--- src/rtl/regfile_pkg.sv ---
// Shared widths, clear-sequencer state encoding and packed-port slicing helper for regfile_mp.
package regfile_pkg;

  localparam int DEF_DATA_W = 32;
  localparam int DEF_ADDR_W = 5;

  typedef enum logic {
    ST_IDLE,
    ST_CLEAR
  } clr_state_t;

  // Low bit of port `port` inside a packed bus whose fields are `width` bits wide.
  function automatic int slice_lo(input int port, input int width);
    return port * width;
  endfunction

endpackage

--- src/rtl/regfile_clr_seq.sv ---
// Clear sequencer for regfile_mp: walks ptr over every entry once per clr_req and
// gates the write port while it runs.
module regfile_clr_seq
  import regfile_pkg::*;
#(
  parameter int ADDR_W = DEF_ADDR_W
) (
  input  logic              clk,
  input  logic              reset_n,
  input  logic              clr_req,
  output logic [ADDR_W-1:0] ptr,
  output logic              clr_busy,
  output logic              clr_done,
  output logic              wr_ready
);

  localparam logic [ADDR_W-1:0] LAST = '1;

  clr_state_t        state;
  clr_state_t        state_nxt;
  logic [ADDR_W-1:0] ptr_nxt;

  always_ff @(posedge clk or negedge reset_n) begin
    if (!reset_n) begin
      state <= ST_IDLE;
      ptr   <= '0;
    end else begin
      state <= state_nxt;
      ptr   <= ptr_nxt;
    end
  end

  // Outputs depend only on registered state/ptr, so clr_req never reaches them combinationally.
  always_comb begin
    state_nxt = state;
    ptr_nxt   = ptr;
    clr_busy  = 1'b0;
    clr_done  = 1'b0;
    wr_ready  = 1'b1;
    case (state)
      ST_IDLE: begin
        if (clr_req) begin
          state_nxt = ST_CLEAR;
          ptr_nxt   = '0;
        end
      end
      ST_CLEAR: begin
        clr_busy = 1'b1;
        wr_ready = 1'b0;
        ptr_nxt  = ptr + ADDR_W'(1);
        if (ptr == LAST) begin
          clr_done  = 1'b1;
          state_nxt = ST_IDLE;
          ptr_nxt   = '0;
        end
      end
      default: state_nxt = ST_IDLE;
    endcase
  end

endmodule

--- src/rtl/regfile_mp.sv ---
// Multi-read-port register file with zero register, pending scoreboard and clear sequencer.
// Optional same-cycle write-to-read forwarding is enabled by defining REGFILE_BYPASS_EN.
module regfile_mp
  import regfile_pkg::*;
#(
  parameter int DATA_W   = DEF_DATA_W,
  parameter int ADDR_W   = DEF_ADDR_W,
  parameter int NUM_RD   = 2,
  parameter int ZERO_REG = 1
) (
  input  logic                     clk,
  input  logic                     reset_n,
  input  logic                     wr_en,
  input  logic [ADDR_W-1:0]        wr_addr,
  input  logic [DATA_W-1:0]        wr_data,
  output logic                     wr_ready,
  input  logic [NUM_RD*ADDR_W-1:0] rd_addr,
  output logic [NUM_RD*DATA_W-1:0] rd_data,
  output logic [NUM_RD-1:0]        rd_pending,
  input  logic                     sb_set,
  input  logic [ADDR_W-1:0]        sb_addr,
  input  logic                     clr_req,
  output logic                     clr_busy,
  output logic                     clr_done
);

  localparam int DEPTH = 1 << ADDR_W;

  logic [DATA_W-1:0] mem [DEPTH];
  logic [DEPTH-1:0]  pending;
  logic [ADDR_W-1:0] clr_ptr;
  logic              wr_acc;
  logic              sb_acc;

  regfile_clr_seq #(
    .ADDR_W(ADDR_W)
  ) u_clr_seq (
    .clk     (clk),
    .reset_n (reset_n),
    .clr_req (clr_req),
    .ptr     (clr_ptr),
    .clr_busy(clr_busy),
    .clr_done(clr_done),
    .wr_ready(wr_ready)
  );

  assign wr_acc = wr_en && wr_ready && !(ZERO_REG != 0 && wr_addr == '0);
  assign sb_acc = sb_set && !clr_busy && !(ZERO_REG != 0 && sb_addr == '0);

  // Scoreboard set is applied after the write so a newer producer keeps the entry pending.
  always_ff @(posedge clk or negedge reset_n) begin
    if (!reset_n) begin
      for (int k = 0; k < DEPTH; k++) begin
        mem[k] <= '0;
      end
      pending <= '0;
    end else if (clr_busy) begin
      mem[clr_ptr]     <= '0;
      pending[clr_ptr] <= 1'b0;
    end else begin
      if (wr_acc) begin
        mem[wr_addr]     <= wr_data;
        pending[wr_addr] <= 1'b0;
      end
      if (sb_acc) begin
        pending[sb_addr] <= 1'b1;
      end
    end
  end

  for (genvar i = 0; i < NUM_RD; i++) begin : g_rd
    localparam int ALO = slice_lo(i, ADDR_W);
    localparam int DLO = slice_lo(i, DATA_W);

    logic [ADDR_W-1:0] ra;
    logic [DATA_W-1:0] data;
    logic              pend;

    assign ra = rd_addr[ALO +: ADDR_W];

    always_comb begin
      data = mem[ra];
      pend = pending[ra];
`ifdef REGFILE_BYPASS_EN
      if (wr_acc && wr_addr == ra) begin
        data = wr_data;
        pend = sb_acc && sb_addr == ra;
      end
`endif
      if (ZERO_REG != 0 && ra == '0) begin
        data = '0;
        pend = 1'b0;
      end
    end

    assign rd_data[DLO +: DATA_W] = data;
    assign rd_pending[i]          = pend;
  end

endmodule

--- config.mk ---
export PLATFORM = sky130hd
export DESIGN_NAME = regfile_mp
export DESIGN_NICKNAME = d
export VERILOG_FILES = /design/src/rtl/regfile_pkg.sv /design/src/rtl/regfile_clr_seq.sv /design/src/rtl/regfile_mp.sv
export SDC_FILE = /design/constraint.sdc
export NUM_CORES = 2
export LEC_CHECK = 0
export CAP_MARGIN = 20
export CELL_PAD_IN_SITES_DETAIL_PLACEMENT = 0
export CELL_PAD_IN_SITES_GLOBAL_PLACEMENT = 2
export CORE_AREA = 2 2 368 370
export DETAILED_ROUTE_END_ITERATION = 6
export DIE_AREA = 0 0 370 372
export GPL_TIMING_DRIVEN = 0
export PLACE_DENSITY = 0.75
export SLEW_MARGIN = 20
export SYNTH_ARGS = -nofsm -noshare
export SYNTH_HDL_FRONTEND = slang
export SYNTH_SLANG_ARGS = --single-unit
--- constraint.sdc ---
create_clock -name clk -period 2.55 [get_ports clk]
set_clock_uncertainty 0.1 [all_clocks]
set_input_delay 0.51 -clock clk [delete_from_list [all_inputs] [get_ports clk]]
set_output_delay 0.51 -clock clk [all_outputs]
set_load 0.01 [all_outputs]
==> key figures <==
CTS
  – Clock Sink Count: 1062
  – Clock root buffer: clkbuf_16
  – TritonCTS clock tree: done
  – Worst-skew pair later-pin latency: 0.78 ns
  – Clock-pin slew on the worst setup and hold paths: 0.06 ns
  – H-tree Lvls: 3
  – Clk buf depth: 3
  – CTS Buf Count: 119

Finish
  – FILL cells: 11400
  – Fin nets: 4370
  – Layout cell share with drive strength beyond 1: 40.0%
  – Design area: 69200 µm²
  – Layout area overhead: 26.7%

Routing
  – Drt wl/cell: 44.4 µm
  – First-pass DRT Iterations: 5
  – DRC: 0
  – Overall routed net length: 275 mm
  – Vias per inst: 7.27
  – DR vias: 45100
  – Iteration-0 DRC Markers: 6074
  – Antenna Nets Post-Route: 0

Min path
  – Hold Path Class: input port to flip-flop

Timing
  – Fin. max-slew vios: 0
  – Endpoints failing setup: 215
  – Final Hold Viols: 0
  – Period Utilization, post-route: 131%
  – Setup_tns: -46.79 ns
  – Measured slew at the worst slew-check pin: 1.18 ns
  – Fin crit period: 3.33 ns
  – Unrepaired setup endpoints after global routing: yes
  – Fmax: 0.300 GHz
  – Worst setup margin: -0.779 ns
  – Max_slew headroom: 21.3%

Logic synthesis
  – Ys Warns: 0
  – Post-synth cell types: 47
  – Mapped Area: 54600 µm²
  – Most instantiated library cell after synthesis: dfrtp_1
  – Syn Inst Count: 3921
  – Post-Syn Area per Cell: 13.9 µm²
  – #FFs+latches synth: 1062
  – Post-synthesis sequential area ratio: 48.7%
  – Ys flop type: dfrtp_1
  – Largest cells by area after synthesis: dfrtp_1 49%, mux4_2 19%, a22o_1 16%
  – Synth top area share: 48.7%
  – Leading area contributor after synthesis: dfrtp_1
  – Synth Net Count: 3983
  – Async S/R FF share, synth: 100%
  – Number of enable flip-flop cells after synthesis: 0
  – Post-synth top cells: 1062 x dfrtp_1, 1023 x a22o_1, 462 x mux4_2

Floorplanning
  – Die Ht: 372 µm
  – Initial core utilization: 40.7%
  – FP Rows: 135
  – DIE AREA: 138000 µm²
  – Core area: 134000 µm²
  – IO Count: 126
  – Die width: 370 µm

Power and ir drop
  – Sw power: 0.0178 W
  – Pwr dens: 789 nW/µm²
  – Clock Power Share: 34.8%
  – Max IR drop VDD: 0.000606 V
  – Gate power share: 25.4%
  – Pint: 0.0368 W
  – Seq pwr share: 39.8%
  – Net Sw Frac: 32.6%
  – Leakage: 29.8 nW

Global routing
  – Initial antenna violation count: 13
  – Vias in the first global route: 43800
  – Global route total overflow: 0
  – First-pass GRT wire length: 371 mm
  – Largest net degree at the start of global routing: 136
  – Total GRT Usage: 39.5%

Status
  – Failing checks: negative setup slack
  – Status: complete, but fails checks

Setup path
  – Critical path capture point type: output pin
  – CP Launch Type: input port
  – Worst-path cell with the longest stage delay: a22oi_2
  – Worst Path Arrival: 2.72 ns
  – CP max FO: 10
  – Setup CP Type: input port to output pin
  – Max stage delay on crit path: 0.57 ns
  – Critical path required time: 1.94 ns
  – Critical-path cell list: buf_4 -> buf_6 -> clkbuf_16 -> mux4_2 -> a22oi_2 -> a311oi_4 -> buf_2

Placed design
  – GPL Wtd Cong: 1.02
  – Final HPWL DP: 196 mm
  – PortBufs: 117
  – Area after DPL: 58800 µm²

Job
  – Max_cap viols: 0
[per-layer routing]
metal  routed length (µm)  share of wire, %  GRT usage, %  up-vias
li1                     -                 -             -    16800
met1               101000                37          50.6    23900
met2               117000                42          56.7     3489
met3                38400                14          16.7      824
met4                18700               6.8          21.0       12
met5                  218             0.079             0        -
[layout by cell type, fill, tap and decap left out, types with 12 or more instances in the layout]
cell / n
dfrtp_1: 1059
a22o_1: 1023
mux4_2: 462
clkbuf_1: 160
clkbuf_16: 142
buf_4: 140
mux2i_1: 128
clkbuf_2: 105
buf_2: 102
clkbuf_8: 53
a211oi_4: 51
buf_6: 50
a22oi_2: 49
mux2_2: 49
nand2_1: 48
o21ai_2: 48
o21ai_1: 47
clkbuf_4: 45
nor2b_4: 45
buf_12: 42
clkdlybuf4s50_1: 42
and2_1: 36
a311oi_4: 34
a311oi_2: 32
clkinv_2: 31
buf_8: 26
a221oi_2: 23
nor2b_1: 20
a221oi_4: 19
a21oi_2: 19
buf_16: 17
a22oi_1: 17
mux2_4: 17
bufinv_16: 16
a211oi_2: 15
nor2_2: 15
nor2_4: 13
o2111ai_4: 13
o21ai_0: 13
a21oi_4: 12
[flip-flops by register name, summed over array words and instances (netlist names)]
| name | count |
|---|---|
| u_clr_seq.state | 1 |
| u_clr_seq.ptr | 5 |
| mem | 1024 |
| pending | 32 |
[metrics by stage]
step	cells	hold slack [ns]	utilization, %	power (W)	setup slack [ns]
3_5_place_dp	5830	0.329	43.8	0.0332	-3.07
6_report	6194	0.368	51.5	0.0546	-0.779
4_1_cts	6148	0.344	50.7	0.0534	-0.723
5_1_grt	6191	0.408	51.5	0.0558	-0.758
2_1_floorplan	3921	0.114	-	0.0281	-0.0289
3_3_place_gp	5819	0.387	43.5	0.0329	-49.17
[worst max-delay path, delay by kind of cell]
kind | cells | cell delay, ns
buffers and inverters | 4 | 0.98
AO/OA/AOI/OAI | 2 | 0.80
multiplexers | 1 | 0.36
[cell type report]
cell class / instances / area (µm²) / share of cell area (%)
multi-input combinational: 2342 / 29500 / 42.6
sequential: 1062 / 26600 / 38.4
buffer: 497 / 4050 / 5.85
clock buffer: 161 / 3480 / 5.03
timing repair buffer: 278 / 2570 / 3.71
tap: 1781 / 2230 / 3.22
clock inverter: 62 / 763 / 1.10
inverter: 8 / 33.8 / 0.0488
antenna: 3 / 7.51 / 0.0109
[cells by family after synthesis]
logic type                 synth area share [%]
AOI/OAI and AO/OA                          21.8
xor gates and xnor gates                 0.0321
adders and majority gates                 0.115
buffers and inverters                      3.95
DFF                                        48.7
muxes                                      22.8
and+or+nand+nor                            2.62
[power by group through the flow]
| stage | combinational [W] | sequential (W) | clock (W) |
|---|---|---|---|
| 6_report | 0.0139 | 0.0217 | 0.0190 |
| 5_1_grt | 0.0142 | 0.0219 | 0.0196 |
| 3_5_place_dp | 0.0115 | 0.0217 | 0 |
| 3_3_place_gp | 0.0111 | 0.0218 | 0 |
| 2_1_floorplan | 0.00705 | 0.0210 | 0 |
| 4_1_cts | 0.0130 | 0.0215 | 0.0189 |
[final timing paths]
kind	from	endpoint	slack [ns]	cells after the start
worst max-delay path	rd_addr[7]	rd_data[48]	-0.78	7
worst min-delay path	wr_data[25]	mem[953]	0.37	2
worst max register to register	u_clr_seq.state	mem[38]	-0.05	5
min in group asynchronous	reset_n	mem[859]	0.51	3
worst min register to register	mem[1020]	mem[1020]	0.41	1
max in group asynchronous	reset_n	mem[16]	-0.10	7
[what timing repair did]
action | in CTS | in global routing
pin swaps | 164 | 78
resized for setup | 1354 | 196
hold endpoints to repair | 145 | 194
cloned | 1 | 6
hold buffers | 2 | 1
setup endpoints to repair | 1069 | 1329
setup buffers | 103 | 37
Note: power is estimated with default switching activity, not from simulation.
